File: config.mk
export PLATFORM = sky130hd
export DESIGN_NAME = mem_wb_stage
export DESIGN_NICKNAME = d
export VERILOG_FILES = /design/src/rtl/cpu_pkg.sv /design/src/rtl/mem_access_fsm.sv /design/src/rtl/mem_wb_stage.sv
export SDC_FILE = /design/constraint.sdc
export NUM_CORES = 1
export LEC_CHECK = 0
export ABC_AREA = 1
export CORE_MARGIN = 3
export CORE_UTILIZATION = 44
export DETAILED_ROUTE_END_ITERATION = 8
export PLACE_DENSITY = 0.95
export SETUP_SLACK_MARGIN = 0.3
export SLEW_MARGIN = 15
export SYNTH_ARGS = -nofsm -noshare
export SYNTH_HDL_FRONTEND = slang
export SYNTH_SLANG_ARGS = --single-unit
File: constraint.sdc
create_clock -name CLOCK -period 2.3 [get_ports CLOCK]
set_input_delay 0.23 -clock CLOCK [delete_from_list [all_inputs] [get_ports CLOCK]]
set_output_delay 0.23 -clock CLOCK [all_outputs]
set_load 0.01 [all_outputs]
File: src/rtl/cpu_pkg.sv
// Shared encodings for the 5-stage pipeline.
// Write-back select, memory FSM states and the MEM/WB bundle.
package cpu_pkg;

    localparam int XLEN    = 32;
    localparam int RADDR_W = 5;

    typedef enum logic [1:0] {
        M2R_ALU = 2'b00,
        M2R_MEM = 2'b01,
        M2R_PC  = 2'b10,
        M2R_RSV = 2'b11
    } m2r_sel_e;

    typedef enum logic {
        ST_IDLE = 1'b0,
        ST_WAIT = 1'b1
    } mem_state_e;

    typedef struct packed {
        logic               we;
        logic [RADDR_W-1:0] addr;
        logic [XLEN-1:0]    data;
    } mem_wb_t;

    // A stage needs the data memory for any store or any load.
    function automatic logic needs_access(
        input logic       mem_we,
        input logic [1:0] sel
    );
        return mem_we | (sel == M2R_MEM);
    endfunction

endpackage

File: src/rtl/mem_access_fsm.sv
// Data-memory req/ack sequencer for the MEM stage.
// Owns the access state, the DMem request registers and the stall.
module mem_access_fsm
    import cpu_pkg::*;
(
    input  logic            clk_i,
    input  logic            rst_ni,
    input  logic            acc_i,
    input  logic            we_i,
    input  logic [XLEN-1:0] addr_i,
    input  logic [XLEN-1:0] wdata_i,
    input  logic            ack_i,
    output logic            req_o,
    output logic            we_o,
    output logic [XLEN-1:0] addr_o,
    output logic [XLEN-1:0] wdata_o,
    output logic            stall_o,
    output logic            done_o,
    output logic            idle_o
);

    mem_state_e      state_q, state_d;
    logic            req_q, req_d;
    logic            we_q, we_d;
    logic [XLEN-1:0] addr_q, addr_d;
    logic [XLEN-1:0] wdata_q, wdata_d;

    // State and request registers; reset abandons any open access.
    always_ff @(posedge clk_i or negedge rst_ni) begin
        if (!rst_ni) begin
            state_q <= ST_IDLE;
            req_q   <= 1'b0;
            we_q    <= 1'b0;
            addr_q  <= '0;
            wdata_q <= '0;
        end else begin
            state_q <= state_d;
            req_q   <= req_d;
            we_q    <= we_d;
            addr_q  <= addr_d;
            wdata_q <= wdata_d;
        end
    end

    // Next state, request capture and stall generation.
    always_comb begin
        state_d = state_q;
        req_d   = req_q;
        we_d    = we_q;
        addr_d  = addr_q;
        wdata_d = wdata_q;
        stall_o = 1'b0;
        done_o  = 1'b0;
        case (state_q)
            ST_IDLE: begin
                if (acc_i) begin
                    state_d = ST_WAIT;
                    req_d   = 1'b1;
                    we_d    = we_i;
                    addr_d  = addr_i;
                    wdata_d = wdata_i;
                    stall_o = 1'b1;
                end
            end
            ST_WAIT: begin
                if (ack_i) begin
                    state_d = ST_IDLE;
                    req_d   = 1'b0;
                    done_o  = 1'b1;
                end else begin
                    stall_o = 1'b1;
                end
            end
            default: state_d = ST_IDLE;
        endcase
    end

    assign req_o   = req_q;
    assign we_o    = we_q;
    assign addr_o  = addr_q;
    assign wdata_o = wdata_q;
    assign idle_o  = (state_q == ST_IDLE);

endmodule

File: src/rtl/mem_wb_stage.sv
// MEM stage with branch resolution and the MEM/WB pipeline register.
// Memory handshaking is delegated to mem_access_fsm.
module mem_wb_stage
    import cpu_pkg::*;
(
    input  logic               CLOCK,
    input  logic               RESET_N,
    input  logic               RegWriteEN_In,
    input  logic               MemWriteEN_In,
    input  logic               Beq_In,
    input  logic               Bne_In,
    input  logic               ZeroFlag_In,
    input  logic [1:0]         Mem2RegSEL_In,
    input  logic [XLEN-1:0]    ALUResult_In,
    input  logic [XLEN-1:0]    WriteData_In,
    input  logic [RADDR_W-1:0] RegWBAddr_In,
    input  logic [XLEN-1:0]    PC_In,
    output logic               DMemReq,
    output logic               DMemWE,
    output logic [XLEN-1:0]    DMemAddr,
    output logic [XLEN-1:0]    DMemWData,
    input  logic [XLEN-1:0]    DMemRData,
    input  logic               DMemAck,
    output logic               StallReq,
    output logic               BranchTaken,
    output logic [XLEN-1:0]    BranchTarget,
    output logic               RegWriteEN_Out,
    output logic [RADDR_W-1:0] RegWBAddr_Out,
    output logic [XLEN-1:0]    WBData_Out
);

    logic    acc;
    logic    done;
    logic    idle;
    mem_wb_t memwb_q, memwb_d;

    assign acc = needs_access(MemWriteEN_In, Mem2RegSEL_In);

    mem_access_fsm u_fsm (
        .clk_i   (CLOCK),
        .rst_ni  (RESET_N),
        .acc_i   (acc),
        .we_i    (MemWriteEN_In),
        .addr_i  (ALUResult_In),
        .wdata_i (WriteData_In),
        .ack_i   (DMemAck),
        .req_o   (DMemReq),
        .we_o    (DMemWE),
        .addr_o  (DMemAddr),
        .wdata_o (DMemWData),
        .stall_o (StallReq),
        .done_o  (done),
        .idle_o  (idle)
    );

    // Branches resolve only when no access is in flight.
    always_comb begin
        BranchTaken  = idle & ((Beq_In & ZeroFlag_In) |
                               (Bne_In & ~ZeroFlag_In));
        BranchTarget = PC_In;
    end

    // Write-back select; a stalled stage inserts a bubble.
    always_comb begin
        memwb_d    = memwb_q;
        memwb_d.we = 1'b0;
        if (!StallReq) begin
            memwb_d.we   = RegWriteEN_In;
            memwb_d.addr = RegWBAddr_In;
            if (done) begin
                memwb_d.data = DMemWE ? ALUResult_In : DMemRData;
            end else begin
                case (Mem2RegSEL_In)
                    M2R_PC:  memwb_d.data = PC_In;
                    default: memwb_d.data = ALUResult_In;
                endcase
            end
        end
    end

    // MEM/WB pipeline register.
    always_ff @(posedge CLOCK or negedge RESET_N) begin
        if (!RESET_N) begin
            memwb_q <= '0;
        end else begin
            memwb_q <= memwb_d;
        end
    end

    assign RegWriteEN_Out = memwb_q.we;
    assign RegWBAddr_Out  = memwb_q.addr;
    assign WBData_Out     = memwb_q.data;

endmodule
* Yosys cells after proc, flatten, opt, wreduce, memory -nomap -nowiden
Index checks and enable logic that the tools add are counted.
** Operators by class
- Equality and inequality tests :: 4
- Muxes and demuxes :: 12
- Bitwise logic cells :: 7
- Reductions and logical operators :: 2
** Operator list (count)
- $mux 32 :: 3
- $mux 38 :: 1
- $mux 1 :: 6
- $ne 2x2->1 const B :: 2
- $pmux 1 s2 :: 2
- $reduce_and 2->1 :: 2
- $and 1x1->1 :: 3
- $eq 2x1->1 const B :: 1
- $eq 2x2->1 const B :: 1
- $not 1->1 :: 2
- $or 1x1->1 :: 2
** Word-level totals
- Bits in registers :: 105
- Input bits :: 143
- Output and inout bits :: 138

* Depth between registers and ports, before layout
- Word-level depth :: 5
- Depth in mapped cells :: 9

* By module
A second synthesis with hierarchy kept.
** Unflattened totals
- Cells, all modules :: 861
- Area total of the unflattened synthesis :: 5799.3 µm²
** By module, submodules not included
- mem_wb_stage :: instances 1, cells an instance 576, area an instance 3259.4 µm², sequential area each 950.9 µm²
- mem_access_fsm :: instances 1, cells an instance 285, area an instance 2539.9 µm², sequential area each 1676.6 µm²

* Least setup slack after synthesis
No wires, ideal clock.
- Path kind :: flip-flop to flip-flop
- Start :: register u_fsm.we_q (netlist: u_fsm.we_o)
- End :: register memwb_q (netlist bit WBData_Out[10])
- Data arrival time :: 1.053 ns
- Data required time :: 2.183 ns
- Path slack :: 1.130 ns
- Cell stages (with the launch flop) :: 8
- Buffers on the path :: 1
- Cell sequence :: dfrtp_1 > inv_2 > clkbuf_1 > o21ai_0 > nand2_1 > nand2_1 > nand2_1 > nand2_1
** Between the ends
- Longest elaborated chain between the ends :: 2
** Ends and longest elaborated chain
- start: declaration :: line mem_access_fsm.sv:24 : logic we_q, we_d;
- start signal: assignment :: line mem_access_fsm.sv:39 : we_q <= we_d;
- $mux 32 :: line mem_wb_stage.sv:71 : memwb_d.data = DMemWE ? ALUResult_In : DMemRData;
- $mux 32 :: line mem_wb_stage.sv:70 : if (done) begin
- end signal: assignment :: line mem_wb_stage.sv:86 : memwb_q <= memwb_d;
- end: declaration :: line mem_wb_stage.sv:35 : mem_wb_t memwb_q, memwb_d;
Every way passes these cells.
A chain may end at the register's enable or synchronous reset.

* Final worst setup path
- Start :: input port Mem2RegSEL_In[0]
- End :: output port StallReq
** Between the ends
- Longest elaborated chain between the ends :: 4
** Ends and longest elaborated chain
- start: declaration :: line mem_wb_stage.sv:13 : input logic [1:0] Mem2RegSEL_In,
- $eq 2x1->1 :: line cpu_pkg.sv:31 : return mem_we | (sel == M2R_MEM);
- $or 1x1->1 :: line cpu_pkg.sv:31
- $mux 1 :: line mem_access_fsm.sv:56 : if (acc_i) begin
- $pmux 1 s2 :: line mem_access_fsm.sv:54 : case (state_q)
- end: declaration :: line mem_wb_stage.sv:24 : output logic StallReq,
Every way passes these cells.

==> results.cfg <==
[placed_design]
dp_slack_ns = 0.352
port-buffer-count = 280
hpwl_mm = 13.9
gp_congestion = 0.824

[critical_path]
cp.required_ns = 2.07
path_cells = clkdlybuf4s50_1 -> inv_2 -> nor2_8 -> nor2_2 -> nand2_2 -> nand2_2 -> inv_1 -> clkdlybuf4s50_1
critPathBufInv = 4
cp.arrival_ns = 1.69
critPathMaxStageDelay_ns = 0.55
end_kind = output port
worst-path-max-fanout = 3
start_kind = input port
slowest_stage = clkdlybuf4s50_1
critPathTopFamily = buffers and inverters
path_class = in -> out

[clock_tree]
postCtsSetupRepairBufs = 0
cts.reportedPaths.clkPinSlew_ns = 0.07
cts_tree = built
clk_latency_ns = 0.34
clock_path_buffers = 2
clock_sinks = 105
cts_buffers = 9
htree_levels = 3
cts_root_buffer = clkbuf_16

[sta]
finalMaxSlewViolations = 0
slew_headroom_pct = 67.7
fin_setup_tns_ns = 0
clock_skew_ns = 0.00895
final_hold_viol_count = 0
max_freq_mhz = 520
max_slew.worst_pin.slew_ns = 0.484
setup-violations-final = 0
rsz0062_at_grt = false
fin_crit_sh_pct = 83.6
fin_ws_ns = 0.377
fin_crit_ns = 1.92

[floorplanning]
die_width_microns = 119
rows = 40
coreArea_sq_um = 12300
io_pins = 281
initial_core_util_pct = 46.0
die_h_microns = 119
dieArea_sq_um = 14300

[logic_synthesis]
syn_area_per_cell_sq_um = 7.39
synthesis.nets = 909
syn_inst = 766
yosysWarnings = 0
ys_ff_latch = 105
synth_top_area_share_pct = 46.4
yosys-top-cells-area = dfrtp_1, nand2_1, nand3_1, o21ai_0, inv_1
syn_area_sq_um = 5660
yosys.area.top_type = dfrtp_1
synth_cell_types = 17
yosysSeqAreaShare_pct = 46.4

[final_layout]
final_nets = 1135
fillCellCount = 956
diodes = 0
area_growth_pct = 51.6
drive_above_1_share_pct = 4.01

[global_routing]
grt_overflow = 0
grt_pass1_vias = 5860
grt_first_pass_wirelength_mm = 30.2
antenna_found_initial = 0
grt.total_usage_pct = 26.6
grt_max_degree = 93

[detailed_routing]
drtIter0Drc = 541
drt-total-wl_mm = 19.3
drc = 0
post_drt_via_cell_ratio = 5.02
ant_nets = 0
dr.pass1.iters = 5
routed-via-count = 5853
wl_per_cell_microns = 16.5

[power]
power-per-cell-area_nw_per_um2 = 796
power_leakage_nw = 4.28
peakVddDrop_mv = 0.354

[outcome]
run_status = complete, no violations

[job]
cap_violations = 0

[min_path]
hold_path.class = in -> async
==> kinds of logic after synthesis <==
logic type	synth area share (%)
AOI/OAI and AO/OA	9.03
DFF	46.4
buffers and inverters	16.9
and+or+nand+nor	27.6
==> layer usage <==
metal	GRT usage [%]	share of wire, %	vias to the layer above
met1	31.3	38	2723
met3	7.03	8.9	25
li1	-	-	2793
met4	8.16	1.6	0
met2	47.3	51	312
met5	0	0	-
==> state kept, by name, indices dropped and copies added, names as in the netlist <==
signal,cells
u_fsm.addr_o,32
WBData_Out,32
RegWriteEN_Out,1
u_fsm.we_o,1
u_fsm.state_q,1
u_fsm.wdata_o,32
RegWBAddr_Out,5
u_fsm.req_o,1
==> through the flow <==
step / instance area (sq um) / total power, mW / hold WS (ns) / instances / utilization (%)
6_report: 8590 / 6.84 / 0.350 / 1165 / 69.8
5_1_grt: 8590 / 7.22 / 0.337 / 1165 / 69.8
4_1_cts: 8590 / 6.89 / 0.311 / 1165 / 69.8
3_5_place_dp: 8260 / 5.21 / 0.121 / 1148 / 67.1
3_3_place_gp: 8260 / 5.11 / 0.120 / 1148 / 67.1
2_1_floorplan: 5660 / 3.71 / -0.0656 / 766 / -
==> Yosys cell counts <==
cell	instances
o21ai_4	1
o21ai_1	10
nand2_2	2
o21ai_0	87
a21oi_1	2
buf_4	36
dfrtp_1	105
nor2_8	1
nor2_2	1
buf_6	15
nand2_1	271
clkbuf_1	12
nand3_1	101
inv_1	102
nor2_1	1
buf_2	17
inv_2	2
==> final timing paths <==
kind / startpoint / endpoint / slack [ns] / cells past startpoint
worst min register to register: u_fsm.addr_o[17] / u_fsm.addr_o[17] / 0.49 / 2
min in group CLOCK: RegWBAddr_In[4] / RegWBAddr_Out[4] / 0.43 / 3
worst min-delay path: RESET_N / WBData_Out[27] / 0.35 / 2
worst max-delay path: Mem2RegSEL_In[0] / StallReq / 0.38 / 8
max in group asynchronous: RESET_N / u_fsm.addr_o[21] / 1.23 / 3
worst max register to register: u_fsm.we_o / WBData_Out[18] / 0.82 / 8
==> report_power, final <==
part	internal, mW	switching (mW)	total [mW]
clock network	0.959	0.695	1.65
registers	2.30	0.266	2.56
logic	1.37	1.24	2.62
total	4.63	2.21	6.84
==> cells in the final DEF, fill, tap and decap left out, drive strengths merged <==
cell           synthesis  final
a21oi                  2      2
o21ai                 98     98
buf                   68     16
inv                  104    105
nand2                273    273
clkdlybuf4s50          0    278
dfrtp                105    105
nand3                101    101
bufinv                 0      2
dlygate4sd3            0      1
clkbuf                12     10
clkinvlp               0      3
nor2                   3      3
==> worst register-to-register path: stages (launching register included) <==
cell     delay [ns]
dfrtp_1        0.41
inv_2          0.23
buf_12         0.27
nand2_1        0.11
o21ai_0        0.12
nand2_1        0.09
nand2_1        0.08
nand2_1        0.05
nand2_1        0.06
==> cell type report <==
cell class / instances / area [sq um] / area share (%)
sequential: 105 / 2630 / 30.6
timing repair buffer: 295 / 2960 / 34.5
inverter: 104 / 390 / 4.55
multi-input combinational: 477 / 2080 / 24.2
tap: 168 / 210 / 2.45
clock buffer: 10 / 229 / 2.67
clock inverter: 6 / 91.3 / 1.06
==> what timing repair did <==
item | CTS | global route
endpoints found under the setup margin | 0 | 1
hold buffers | 1 | 0
gates resized for setup | 0 | 1
endpoints found under the hold margin | 15 | 0
Note: power is estimated with default switching activity, not from simulation.
